==> config.mk <==
export PLATFORM = sky130hd
export DESIGN_NAME = reg_file_2r1w_flat
export DESIGN_NICKNAME = d
export VERILOG_FILES = /design/src/rtl/reg_file_2r1w_pkg.sv /design/src/rtl/reg_file_2r1w_if.sv /design/src/rtl/reg_file_2r1w_rd_port.sv /design/src/rtl/reg_file_2r1w.sv /design/src/flat_wrapper.sv
export SDC_FILE = /design/constraint.sdc
export NUM_CORES = 1
export LEC_CHECK = 0
export BUFFER_PORTS_ARGS = -buffer_cell sky130_fd_sc_hd__buf_2
export CORE_ASPECT_RATIO = 1.5
export CORE_MARGIN = 2
export CORE_UTILIZATION = 45
export DETAILED_ROUTE_END_ITERATION = 8
export PLACE_DENSITY = 0.75
export SYNTH_ARGS = -nofsm -noshare
export SYNTH_HDL_FRONTEND = slang
export SYNTH_SLANG_ARGS = --single-unit
==> constraint.sdc <==
create_clock -name clk -period 1.7 [get_ports clk]
set_input_delay 0.34 -clock clk [delete_from_list [all_inputs] [get_ports clk]]
set_output_delay 0.34 -clock clk [all_outputs]
set_load 0.02 [all_outputs]
==> src/rtl/reg_file_2r1w_pkg.sv <==
// Shared defaults and helpers for the 2-read/1-write register file.
// The optional hardwired-zero entry 0 is enabled by defining REGFILE_ZERO_REG_EN.
`ifndef MEM_W
`define MEM_W 16
`endif
`ifndef REG_DEPTH
`define REG_DEPTH 16
`endif
`ifndef REG_ADDR_W
`define REG_ADDR_W 4
`endif

package reg_file_2r1w_pkg;

    localparam int DEF_DATA_W   = `MEM_W;
    localparam int DEF_DEPTH    = `REG_DEPTH;
    localparam int DEF_ADDR_W   = `REG_ADDR_W;
    localparam int NUM_RD_PORTS = 2;

    typedef enum logic {
        PORT_A = 1'b0,
        PORT_B = 1'b1
    } rd_port_e;

    function automatic logic in_range(input int unsigned addr, input int unsigned depth);
        return addr < depth;
    endfunction

endpackage

==> src/rtl/reg_file_2r1w_if.sv <==
// Decode-to-execute bus of the register file: clear, one write port, two read ports.
interface reg_file_2r1w_if
    import reg_file_2r1w_pkg::*;
#(
    parameter int DATA_W = DEF_DATA_W,
    parameter int ADDR_W = DEF_ADDR_W
);
    logic              clr;
    logic              wr_en;
    logic [ADDR_W-1:0] wr_addr;
    logic [DATA_W-1:0] wr_data;
    logic              rd_en_a;
    logic [ADDR_W-1:0] rd_addr_a;
    logic [DATA_W-1:0] rd_data_a;
    logic              rd_valid_a;
    logic              rd_en_b;
    logic [ADDR_W-1:0] rd_addr_b;
    logic [DATA_W-1:0] rd_data_b;
    logic              rd_valid_b;

    modport master (
        output clr, wr_en, wr_addr, wr_data,
        output rd_en_a, rd_addr_a, rd_en_b, rd_addr_b,
        input  rd_data_a, rd_valid_a, rd_data_b, rd_valid_b
    );

    modport slave (
        input  clr, wr_en, wr_addr, wr_data,
        input  rd_en_a, rd_addr_a, rd_en_b, rd_addr_b,
        output rd_data_a, rd_valid_a, rd_data_b, rd_valid_b
    );
endinterface

==> src/rtl/reg_file_2r1w_rd_port.sv <==
// One registered read port: entry select, write-first bypass, range check, valid strobe.
// With REGFILE_ZERO_REG_EN defined, address 0 always reads as zero.
module reg_file_rd_port
    import reg_file_2r1w_pkg::*;
#(
    parameter int DATA_W = DEF_DATA_W,
    parameter int DEPTH  = DEF_DEPTH,
    parameter int ADDR_W = DEF_ADDR_W
) (
    input  logic                         clk,
    input  logic                         rst,
    input  logic                         clr,
    input  logic                         wr_en,
    input  logic [ADDR_W-1:0]            wr_addr,
    input  logic [DATA_W-1:0]            wr_data,
    input  logic [DEPTH-1:0][DATA_W-1:0] mem,
    input  logic                         rd_en,
    input  logic [ADDR_W-1:0]            rd_addr,
    output logic [DATA_W-1:0]            rd_data,
    output logic                         rd_valid
);

    logic [DATA_W-1:0] rd_data_q, rd_data_d;
    logic              rd_valid_q, rd_valid_d;
    logic [DATA_W-1:0] sel;
    logic              hit;
    logic              byp;

    // Address decode doubles as the range check: no match means out of range.
    always_comb begin
        sel = '0;
        hit = 1'b0;
        for (int i = 0; i < DEPTH; i++) begin
            if (rd_addr == ADDR_W'(i)) begin
                sel = mem[i];
                hit = 1'b1;
            end
        end
        byp = wr_en && hit && (wr_addr == rd_addr);
        if (byp) sel = wr_data;
`ifdef REGFILE_ZERO_REG_EN
        if (rd_addr == '0) sel = '0;
`endif
        // A clear wipes the array at this edge, so same-cycle reads see zero.
        if (clr) sel = '0;

        rd_data_d  = rd_data_q;
        rd_valid_d = rd_en;
        if (rd_en) rd_data_d = sel;
    end

    always_ff @(posedge clk) begin
        if (rst) begin
            rd_data_q  <= '0;
            rd_valid_q <= 1'b0;
        end else begin
            rd_data_q  <= rd_data_d;
            rd_valid_q <= rd_valid_d;
        end
    end

    assign rd_data  = rd_data_q;
    assign rd_valid = rd_valid_q;

endmodule

==> src/rtl/reg_file_2r1w.sv <==
// 2-read/1-write register file: storage array, write decode and bulk clear.
// Define REGFILE_ZERO_REG_EN to hardwire entry 0 to zero.
module reg_file_2r1w
    import reg_file_2r1w_pkg::*;
#(
    parameter int DATA_W = DEF_DATA_W,
    parameter int DEPTH  = DEF_DEPTH,
    parameter int ADDR_W = DEF_ADDR_W
) (
    input  logic           clk,
    input  logic           rst,
    reg_file_2r1w_if.slave bus
);

    logic [DEPTH-1:0][DATA_W-1:0] mem_q, mem_d;
    logic                         wr_ok;

    logic [NUM_RD_PORTS-1:0]             rd_en;
    logic [NUM_RD_PORTS-1:0][ADDR_W-1:0] rd_addr;
    logic [NUM_RD_PORTS-1:0][DATA_W-1:0] rd_data;
    logic [NUM_RD_PORTS-1:0]             rd_valid;

    always_comb begin
        wr_ok = bus.wr_en && in_range(32'(bus.wr_addr), DEPTH);
`ifdef REGFILE_ZERO_REG_EN
        if (bus.wr_addr == '0) wr_ok = 1'b0;
`endif
        mem_d = mem_q;
        if (bus.clr) begin
            mem_d = '0;
        end else if (wr_ok) begin
            for (int i = 0; i < DEPTH; i++) begin
                if (bus.wr_addr == ADDR_W'(i)) mem_d[i] = bus.wr_data;
            end
        end
`ifdef REGFILE_ZERO_REG_EN
        mem_d[0] = '0;
`endif
    end

    always_ff @(posedge clk) begin
        if (rst) mem_q <= '0;
        else     mem_q <= mem_d;
    end

    assign rd_en[PORT_A]   = bus.rd_en_a;
    assign rd_addr[PORT_A] = bus.rd_addr_a;
    assign rd_en[PORT_B]   = bus.rd_en_b;
    assign rd_addr[PORT_B] = bus.rd_addr_b;

    assign bus.rd_data_a  = rd_data[PORT_A];
    assign bus.rd_valid_a = rd_valid[PORT_A];
    assign bus.rd_data_b  = rd_data[PORT_B];
    assign bus.rd_valid_b = rd_valid[PORT_B];

    for (genvar p = 0; p < NUM_RD_PORTS; p++) begin : g_rd
        reg_file_rd_port #(
            .DATA_W (DATA_W),
            .DEPTH  (DEPTH),
            .ADDR_W (ADDR_W)
        ) u_rd (
            .clk      (clk),
            .rst      (rst),
            .clr      (bus.clr),
            .wr_en    (bus.wr_en),
            .wr_addr  (bus.wr_addr),
            .wr_data  (bus.wr_data),
            .mem      (mem_q),
            .rd_en    (rd_en[p]),
            .rd_addr  (rd_addr[p]),
            .rd_data  (rd_data[p]),
            .rd_valid (rd_valid[p])
        );
    end

endmodule
==> src/flat_wrapper.sv <==
// flat-port wrapper written by rule: the top's interface ports become plain ports
module reg_file_2r1w_flat import reg_file_2r1w_pkg::*;
#(
    parameter int DATA_W = DEF_DATA_W,
    parameter int DEPTH  = DEF_DEPTH,
    parameter int ADDR_W = DEF_ADDR_W
)
  (clk, rst, bus_clr, bus_wr_en, bus_wr_addr, bus_wr_data, bus_rd_en_a, bus_rd_addr_a, bus_rd_en_b, bus_rd_addr_b, bus_rd_data_a, bus_rd_valid_a, bus_rd_data_b, bus_rd_valid_b);
  reg_file_2r1w_if #(.DATA_W(DATA_W), .ADDR_W(ADDR_W)) bus_i ();
  input  logic clk;
  input  logic rst;
  input wire logic [$bits(bus_i.clr)-1:0] bus_clr;
  input wire logic [$bits(bus_i.wr_en)-1:0] bus_wr_en;
  input wire logic [$bits(bus_i.wr_addr)-1:0] bus_wr_addr;
  input wire logic [$bits(bus_i.wr_data)-1:0] bus_wr_data;
  input wire logic [$bits(bus_i.rd_en_a)-1:0] bus_rd_en_a;
  input wire logic [$bits(bus_i.rd_addr_a)-1:0] bus_rd_addr_a;
  input wire logic [$bits(bus_i.rd_en_b)-1:0] bus_rd_en_b;
  input wire logic [$bits(bus_i.rd_addr_b)-1:0] bus_rd_addr_b;
  output wire logic [$bits(bus_i.rd_data_a)-1:0] bus_rd_data_a;
  output wire logic [$bits(bus_i.rd_valid_a)-1:0] bus_rd_valid_a;
  output wire logic [$bits(bus_i.rd_data_b)-1:0] bus_rd_data_b;
  output wire logic [$bits(bus_i.rd_valid_b)-1:0] bus_rd_valid_b;
  assign bus_i.clr = bus_clr;
  assign bus_i.wr_en = bus_wr_en;
  assign bus_i.wr_addr = bus_wr_addr;
  assign bus_i.wr_data = bus_wr_data;
  assign bus_i.rd_en_a = bus_rd_en_a;
  assign bus_i.rd_addr_a = bus_rd_addr_a;
  assign bus_i.rd_en_b = bus_rd_en_b;
  assign bus_i.rd_addr_b = bus_rd_addr_b;
  assign bus_rd_data_a = bus_i.rd_data_a;
  assign bus_rd_valid_a = bus_i.rd_valid_a;
  assign bus_rd_data_b = bus_i.rd_data_b;
  assign bus_rd_valid_b = bus_i.rd_valid_b;
  reg_file_2r1w #(.DATA_W(DATA_W), .DEPTH(DEPTH), .ADDR_W(ADDR_W)) u_core (.clk(clk), .rst(rst), .bus(bus_i));
endmodule
# Yosys cells after proc, flatten, opt, wreduce, memory -nomap -nowiden

Cells that the tools add are included.

Bits in read-only memories: 0
Bits of input ports: 34
Bits in latches: 0
Memories kept: 0
Memory bits (writable): 0
Register bits after elaboration: 290

Order comparisons: 0
Multiply operators: 0
Shifts and indexed selects: 0
Equality and inequality tests: 47
Mux-type cells: 68
Divide/modulo/power cells: 0
Bitwise gates (word level): 0
Reductions and logical operators: 24
Add/sub/neg operators: 0

Operators with widths:

| cell               | number |
|---|---|
| $mux 16            | 36 |
| $eq 4x4->1 const B | 24 |
| $eq 4x3->1 const B | 12 |
| $mux 1             | 32 |
| $reduce_and 2->1   | 16 |
| $eq 4x2->1 const B | 6 |
| $eq 4x1->1 const B | 3 |
| $logic_not 4->1    | 3 |
| $eq 4x4->1         | 2 |
| $logic_and 1x1->1  | 4 |
| $reduce_or 2->1    | 1 |

# Longest topological paths before layout

Gate-level depths: netlist of run 1.

Depth in word-level cells: 21
Depth in mapped cells: 9
Depth with buffers taken out: 5

# Hierarchy

Synthesis of run 1 repeated with hierarchy kept, for this count alone.

Cells, all modules: 1885
Area total of the unflattened synthesis: 16231.8 sq um

By module, submodules not included:

| module           | cells each | times used | area an instance (sq um) |
|---|---|---|---|
| reg_file_2r1w    | 877        | 1          | 9322.7 |
| reg_file_rd_port | 504        | 2          | 3454.6 |

# Least setup slack after synthesis of run 1

OpenSTA, ideal clock, no wires.

Kind: input to register
Start: in bus_rd_addr_a[1]
End: reg u_core.g_rd[0].u_rd.rd_data_q[10]
Setup time: 0.132 ns
Stages: 8
Slack: -0.149 ns
Data arrival time: 1.718 ns
Path through: buf_2 buf_4 buf_2 mux4_2 nor2_1 nor3_1 a2111oi_0 a31oi_1

Cells in the longest elaborated chain, start to end: 21

Ends and longest elaborated chain:

| item                           | line                        | RTL |
|---|---|---|
| from (decl)                    | flat_wrapper.sv:17          | `input wire logic [$bits(bus_i.rd_addr_a)-1:0] bus_rd_addr_a;` |
| $logic_not 4->1                | reg_file_2r1w_rd_port.sv:34 | `if (rd_addr == ADDR_W'(i)) begin` |
| $mux 1 (16 in a row)           | reg_file_2r1w_rd_port.sv:34 |  |
| $logic_and 1x1->1 (2 in a row) | reg_file_2r1w_rd_port.sv:39 | `byp = wr_en && hit && (wr_addr == rd_addr);` |
| $mux 16 (*)                    | reg_file_2r1w_rd_port.sv:40 | `if (byp) sel = wr_data;` |
| $mux 16 (*)                    | reg_file_2r1w_rd_port.sv:45 | `if (clr) sel = '0;` |
| to (signal assigned)           | reg_file_2r1w_rd_port.sv:57 | `rd_data_q <= rd_data_d;` |
| to (decl)                      | reg_file_2r1w_rd_port.sv:23 | `logic [DATA_W-1:0] rd_data_q, rd_data_d;` |

Mark *: on every way between the ends. The rest lies on a longest branch, timed or not.
A chain may end at the register's enable or synchronous reset.

# Worst setup path in the final report of run 1

Start: reg u_core.mem_q[40] (netlist bit)
End: reg u_core.g_rd[1].u_rd.rd_data_q[8]

Cells in the longest elaborated chain, start to end: 16

Ends and longest elaborated chain:

| item                   | line                        | RTL |
|---|---|---|
| from (decl)            | reg_file_2r1w.sv:15         | `logic [DEPTH-1:0][DATA_W-1:0] mem_q, mem_d;` |
| from (signal assigned) | reg_file_2r1w.sv:43         | `else mem_q <= mem_d;` |
| $mux 16 (14 in a row)  | reg_file_2r1w_rd_port.sv:34 |  |
| $mux 16                | reg_file_2r1w_rd_port.sv:40 |  |
| $mux 16                | reg_file_2r1w_rd_port.sv:45 |  |
| to (signal assigned)   | reg_file_2r1w_rd_port.sv:57 |  |
| to (decl)              | reg_file_2r1w_rd_port.sv:23 |  |

No other way between the ends.

==> impl_metrics.ini, run 1 <==
[yosys]
netlist_area_um2 = 16000
synth_edf_count = 0
synth_seq_area_share = 0.363
synth_most_common_cell = nand2_1
syn_area_per_cell_um2 = 8.09
async_reset_ff_frac = 0
syn_nets = 2010
netlist_top_cells_area = dfxtp_1, nand2_1, mux2i_1, a21oi_1, nor2_1
synth_top_area_frac = 0.363
ys_warn_count = 0
yosysUniqueCellTypes = 76
yosys-top-cells-count = nand2_1, dfxtp_1, a21oi_1
synth_top_area_cell = dfxtp_1
synth-main-ff-cell = dfxtp_1
synthCells = 1976
synth-seq-cells = 290

[worst_hold_path]
min_path_cells = 3
holdCritStartpoint = bus_wr_data[9]
hold-path-endpoint = u_core.mem_q[249]$_SDFFE_PP0P_
min_path_type = input pin to register

[routing]
antenna_left = 0
routed_wl_mm = 74.1
first_pass_iters = 6
drtIter0Drc = 1940
drc = 0
drt-vias-per-instance = 6.33
vias = 17400
wire_per_inst_um = 26.9

[floorplan]
die_area_um2 = 37100
fp-row-count = 84
die-width_um = 158
start_util = 0.457
fp.dieH_um = 235
ios = 68
core-area_um2 = 35000

[placed_design]
dp.final_hpwl_mm = 55.0
placedCellCount = 2696
place_congestion = 1.01
place_ws_ns = -0.682
io_buffers = 67

[sta]
hold_viol = 0
setup_violations = 3
finalCritPeriodShare = 1.06
finClkSkew_ns = 0.0130
fin_ws_ns = -0.0996
slew_headroom = 0.569
timing.fmax_mhz = 556
grt_setup_unrepaired = true
slew_viol_final = 0
setup_tns_ns = -0.226
fin_crit_ns = 1.80
tightestPinTransition_ns = 0.641

[clock_network]
clk-insertion-delay-late_ns = 0.59
cts_inserted_buffers = 30
clkSinkCount = 290
clock_path_buffers = 3
clock-root-buffer = clkbuf_16
path_clk_slew_ns = 0.06
cts_tree = yes
h-tree-depth = 1
ctsHoldBuffers = 0

[cells_and_area]
utilization = 0.591
fin_cells = 2752
nFillCells = 3154
layout.nets = 2291
syn2layout_area_growth_pct = 29.4
layout-drive-gt1-share = 0.266

[pwr]
vdd_ir_drop_max_mv = 0.594
p_per_area_nw_per_um2 = 812
total_power_uw = 16800
p_leak_uw = 0.00766

[critical_path]
timing.rr.start = u_core.mem_q[40]$_SDFFE_PP0P_
start_kind = register
r2r_cells = 3
cp.arrival_ns = 2.28
critical_path_class = register to register
r2r_end = u_core.g_rd[1].u_rd.rd_data[8]$_SDFFE_PP0P_
crit_fanout = 3
rrSetupSlack_ns = -0.1
cp-end-kind = register
required_ns = 2.18

[global_routing]
first_global_vias = 16800
grt_overflow_total = 0
grtUsageMet1 = 0.481
grt_max_degree = 74
grtUsageMet3 = 0.0690
grt_pass1_wl_mm = 108
antenna_found_initial = 1
busiest_layer = met2
met2_usage = 0.609
grt_use_total = 0.391

[run_status]
violations = setup timing
outcome = finished with violations

[flow_run]
max_cap_viol_count = 0
-- timing repair --
item / CTS / global route
endpoints found under the hold margin: 0 / 0
endpoints found under the setup margin: 8 / 18
pin swaps: 2 / 12
resized for setup: 17 / 32
buffers inserted: 1 / 1
-- worst max-delay path, stage by stage (launching register included) --
cell     delay (ns)
dfxtp_2        0.33
mux4_2         0.52
mux4_2         0.51
o32a_1         0.34
-- final cells by class --
class	instances	area [um2]	share of cell area
multi-input combinational	1477	9400	0.454
sequential	290	5820	0.281
timing repair buffer	438	3720	0.180
clock buffer	35	800	0.0386
tap	473	592	0.0286
clock inverter	18	289	0.0140
inverter	20	75.1	0.00363
antenna	1	2.50	0.000121
-- registers in the layout (all words and copies together), names as in the netlist --
| register | flops |
|---|---|
| u_core.g_rd.u_rd.rd_data | 32 |
| u_core.g_rd.u_rd.rd_valid | 2 |
| u_core.mem_q | 256 |
-- placed cells by master, fill, tap and decap left out, types with 11 or more instances in the layout --
cell / count
mux2_2: 35
nand3b_1: 12
o221ai_1: 24
buf_4: 327
nand2_1: 388
o2bb2ai_1: 11
nand3_1: 39
nand2b_1: 17
a31oi_1: 22
o211ai_1: 15
nor3_1: 20
a22oi_1: 26
buf_12: 47
o22ai_1: 11
inv_1: 18
nor2b_1: 32
mux2i_1: 134
nor2_1: 151
a32oi_1: 17
o21ai_0: 66
a21oi_1: 225
clkbuf_16: 30
mux4_2: 25
buf_2: 63
dfxtp_1: 281
a22o_1: 14
-- routing by layer --
metal	vias up	wire, um
met5	-	0
met4	0	6340
met3	311	6820
met2	1050	33500
met1	8396	27400
li1	7666	-
-- worst max path at each step --
stage / start / endpoint / depth (start not counted) / slack (ns)
floorplan: bus_rd_addr_b[0] / u_core.g_rd[1].u_rd.rd_data[8]$_SDFFE_PP0P_ / 4 / -0.09
finish: u_core.mem_q[40]$_SDFFE_PP0P_ / u_core.g_rd[1].u_rd.rd_data[8]$_SDFFE_PP0P_ / 3 / -0.1
CTS: u_core.mem_q[40]$_SDFFE_PP0P_ / u_core.g_rd[1].u_rd.rd_data[8]$_SDFFE_PP0P_ / 3 / -0.09
detailed placement: bus_rd_addr_a[0] / u_core.g_rd[0].u_rd.rd_data[6]$_SDFFE_PP0P_ / 8 / -0.68
global route: u_core.mem_q[5]$_SDFFE_PP0P_ / u_core.g_rd[0].u_rd.rd_data[5]$_SDFFE_PP0P_ / 5 / -0.14
global placement: bus_rd_addr_a[0] / u_core.g_rd[0].u_rd.rd_data[6]$_SDFFE_PP0P_ / 8 / -0.68
-- stage by stage --
step	cell area, um2	hold WS (ns)
global route	20700	0.0729
CTS	20600	0.0412
finish	20700	0.0620
global placement	19400	0.443
floorplan	16100	0.440
detailed placement	19400	0.451
-- kinds of logic (layout without fill, tap and decap cells) --
group,Yosys count,after routing,share of synthesized area
AND/OR/NAND/NOR,722,722,0.200
AO/OA/AOI/OAI,548,548,0.223
multiplexers,199,199,0.147
flip-flops,290,290,0.363
XOR/XNOR,8,8,0.00438
buffers and inverters,209,511,0.0620
other,0,1,0
-- power breakdown --
group / internal [uW] / switching, uW
clock network: 4420 / 3040
logic: 943 / 1520
registers: 6840 / 42.8
(Power assumes the default switching activity.)
==> inputs of run 2 (changes only) <==
--- a/config.mk
+++ b/config.mk
@@ -6,11 +6,12 @@
 export NUM_CORES = 1
 export LEC_CHECK = 0
 export BUFFER_PORTS_ARGS = -buffer_cell sky130_fd_sc_hd__buf_2
-export CORE_ASPECT_RATIO = 1.5
+export CAP_MARGIN = 20
 export CORE_MARGIN = 2
 export CORE_UTILIZATION = 45
 export DETAILED_ROUTE_END_ITERATION = 8
 export PLACE_DENSITY = 0.75
 export SYNTH_ARGS = -nofsm -noshare
 export SYNTH_HDL_FRONTEND = slang
+export SYNTH_HIERARCHICAL = 1
 export SYNTH_SLANG_ARGS = --single-unit
==> run 2 against run 1 <==
Compared with the run above: the run still ends with setup timing left; sequential share of layout area grew 0.75 points; routed wire length shrank 14%; worst hold slack got worse by 0.0021 ns; register-to-register slack better by 0.09 ns; largest cell class unchanged; largest power group unchanged; highest routed layer is now met5.
==> impl_metrics.ini, run 2 <==
[cells_and_area]
insertedDiodeCount = 0
nFillCells = 3096
largest_reg_flops = 256
final_common_cell = nand2_1
top_register = u_core/mem_q
mostFrequentLayoutCells = nand2_1, mux2i_1, dfxtp_1
syn2layout_area_growth_pct = 23.9
seq_area_um2 = 5810
layout.nets = 2148
multi_input_area_um2 = 9500
layout-drive-gt1-share = 0.234

[clock_network]
postCtsSetupBuffers = 0
cts_inserted_buffers = 31
ctsHoldBuffers = 0
clock-root-buffer = clkbuf_16
clkSinkCount = 290
path_clk_slew_ns = 0.07
h-tree-depth = 1
cts_tree = yes
clock_path_buffers = 3
clk-insertion-delay-late_ns = 0.61

[critical_path]
crit_fanout = 3
start_kind = register
cp.arrival_ns = 2.17
cp-end-kind = register
required_ns = 2.16
critical_path_class = register to register

[pwr]
p_per_area_nw_per_um2 = 811
vdd_ir_drop_max_mv = 0.996
total_power_uw = 16300
p_leak_uw = 0.00914

[sta]
finalCritPeriodShare = 1.01
grt_setup_unrepaired = false
fin_ws_ns = -0.0114
slew_viol_final = 0
finClkSkew_ns = 0.0131
tightestPinTransition_ns = 0.629
setup_violations = 1
hold_viol = 0
timing.fmax_mhz = 584
fin_crit_ns = 1.71
setup_tns_ns = -0.0114
slew_headroom = 0.577

[routing]
drtIter0Drc = 1971
drt-vias-per-instance = 6.30
routed_wl_mm = 63.4
antenna_left = 0
first_pass_iters = 9
vias = 16400
drc = 0
wire_per_inst_um = 24.4

[yosys]
synth_edf_count = 0
synth_top_area_cell = dfxtp_1
synth_top_area_frac = 0.358
syn_area_per_cell_um2 = 8.61
netlist_area_um2 = 16200
async_reset_ff_frac = 0
synth-main-ff-cell = dfxtp_1
synth-seq-cells = 290
synth_most_common_cell = nand2_1
synthCells = 1885
netlist_top_cells_area = dfxtp_1, mux2i_1, nand2_1, a21oi_1, a22oi_1
yosys-top-cells-count = nand2_1, mux2i_1, dfxtp_1
ys_warn_count = 6
yosysUniqueCellTypes = 69
synth_seq_area_share = 0.358
syn_nets = 1919

[global_routing]
grt_overflow_total = 0
first_global_vias = 15900
antenna_found_initial = 1
grt_pass1_wl_mm = 95.6
grt_max_degree = 46
grt_use_total = 0.326

[floorplan]
core-area_um2 = 35600
fp-row-count = 69
fp.dieH_um = 194
die-width_um = 194
ios = 68
start_util = 0.456
die_area_um2 = 37600

[placed_design]
place_congestion = 1.05
dp.final_hpwl_mm = 46.5
io_buffers = 67

[run_status]
outcome = finished with violations
violations = setup timing

[flow_run]
max_cap_viol_count = 0

[worst_hold_path]
min_path_type = input pin to register
run 2: worst max-delay path: stages, from the launching register on:
cell and delay (ns):
dfxtp_1 0.32, or2_1 0.20, a32o_1 0.21, o22ai_1 0.16, o21ai_1 0.14, a32oi_1 0.37
o221ai_1 0.16
run 2: metal layers:
metal	track usage	routed length [um]	vias to the layer above
met2	0.498	27000	1054
met4	0.158	3260	2
li1	-	-	7259
met5	0	12	-
met3	0.0762	7270	230
met1	0.434	25800	7839
run 2: worst paths after layout:
check | start | endpoint | slack [ns] | cells past startpoint
worst max-delay path | u_core/mem_q[11]$_SDFFE_PP0P_ | u_core/g_rd[1].u_rd/rd_data[11]$_SDFFE_PP0P_ | -0.01 | 6
worst min-delay path | bus_rd_en_a | u_core/g_rd[0].u_rd/rd_valid$_SDFF_PP0_ | 0.06 | 3
worst max register to register | u_core/mem_q[11]$_SDFFE_PP0P_ | u_core/g_rd[1].u_rd/rd_data[11]$_SDFFE_PP0P_ | -0.01 | 6
worst min register to register | u_core/mem_q[65]$_SDFFE_PP0P_ | u_core/mem_q[65]$_SDFFE_PP0P_ | 0.47 | 2
run 2: report_power, final:
part	total [uW]	switching [uW]	internal, uW
Combinational	2230	1350	887
Clock	7190	3040	4150
Sequential	6890	47.0	6840
run 2: per-stage QoR:
step | instances | cell area (um2) | util | hold slack, ns | worst slack, ns
final | 2599 | 20100 | 0.565 | 0.0599 | -0.0114
after floorplan | 1885 | 16200 | - | 0.406 | 0.0103
after detailed placement | 2542 | 19000 | 0.533 | 0.457 | -0.567
after CTS | 2599 | 20000 | 0.563 | 0.0515 | 0.0132
after global routing | 2599 | 20100 | 0.565 | 0.0575 | 0.00185
after global placement | 2542 | 19000 | 0.533 | 0.452 | -0.598
run 2: layout make-up:
type,count,area share
Multi-Input combinational cell,1422,0.472
Sequential cell,290,0.289
Timing Repair Buffer,361,0.156
Clock buffer,41,0.0424
Tap cell,461,0.0287
Clock inverter,16,0.0104
Inverter,8,0.00149
run 2: cells by family after synthesis:
kind of cell | after synthesis | synth area share
xor gates and xnor gates | 8 | 0.00432
DFF | 290 | 0.358
muxes | 340 | 0.212
and+or+nand+nor | 632 | 0.174
buffers and inverters | 173 | 0.0621
AOI/OAI and AO/OA | 442 | 0.189
run 2: what timing repair did:
item                                   4_1_cts  5_1_grt
gates resized for setup                      0       15
setup endpoints to repair                    0       10
endpoints found under the hold margin        0        0
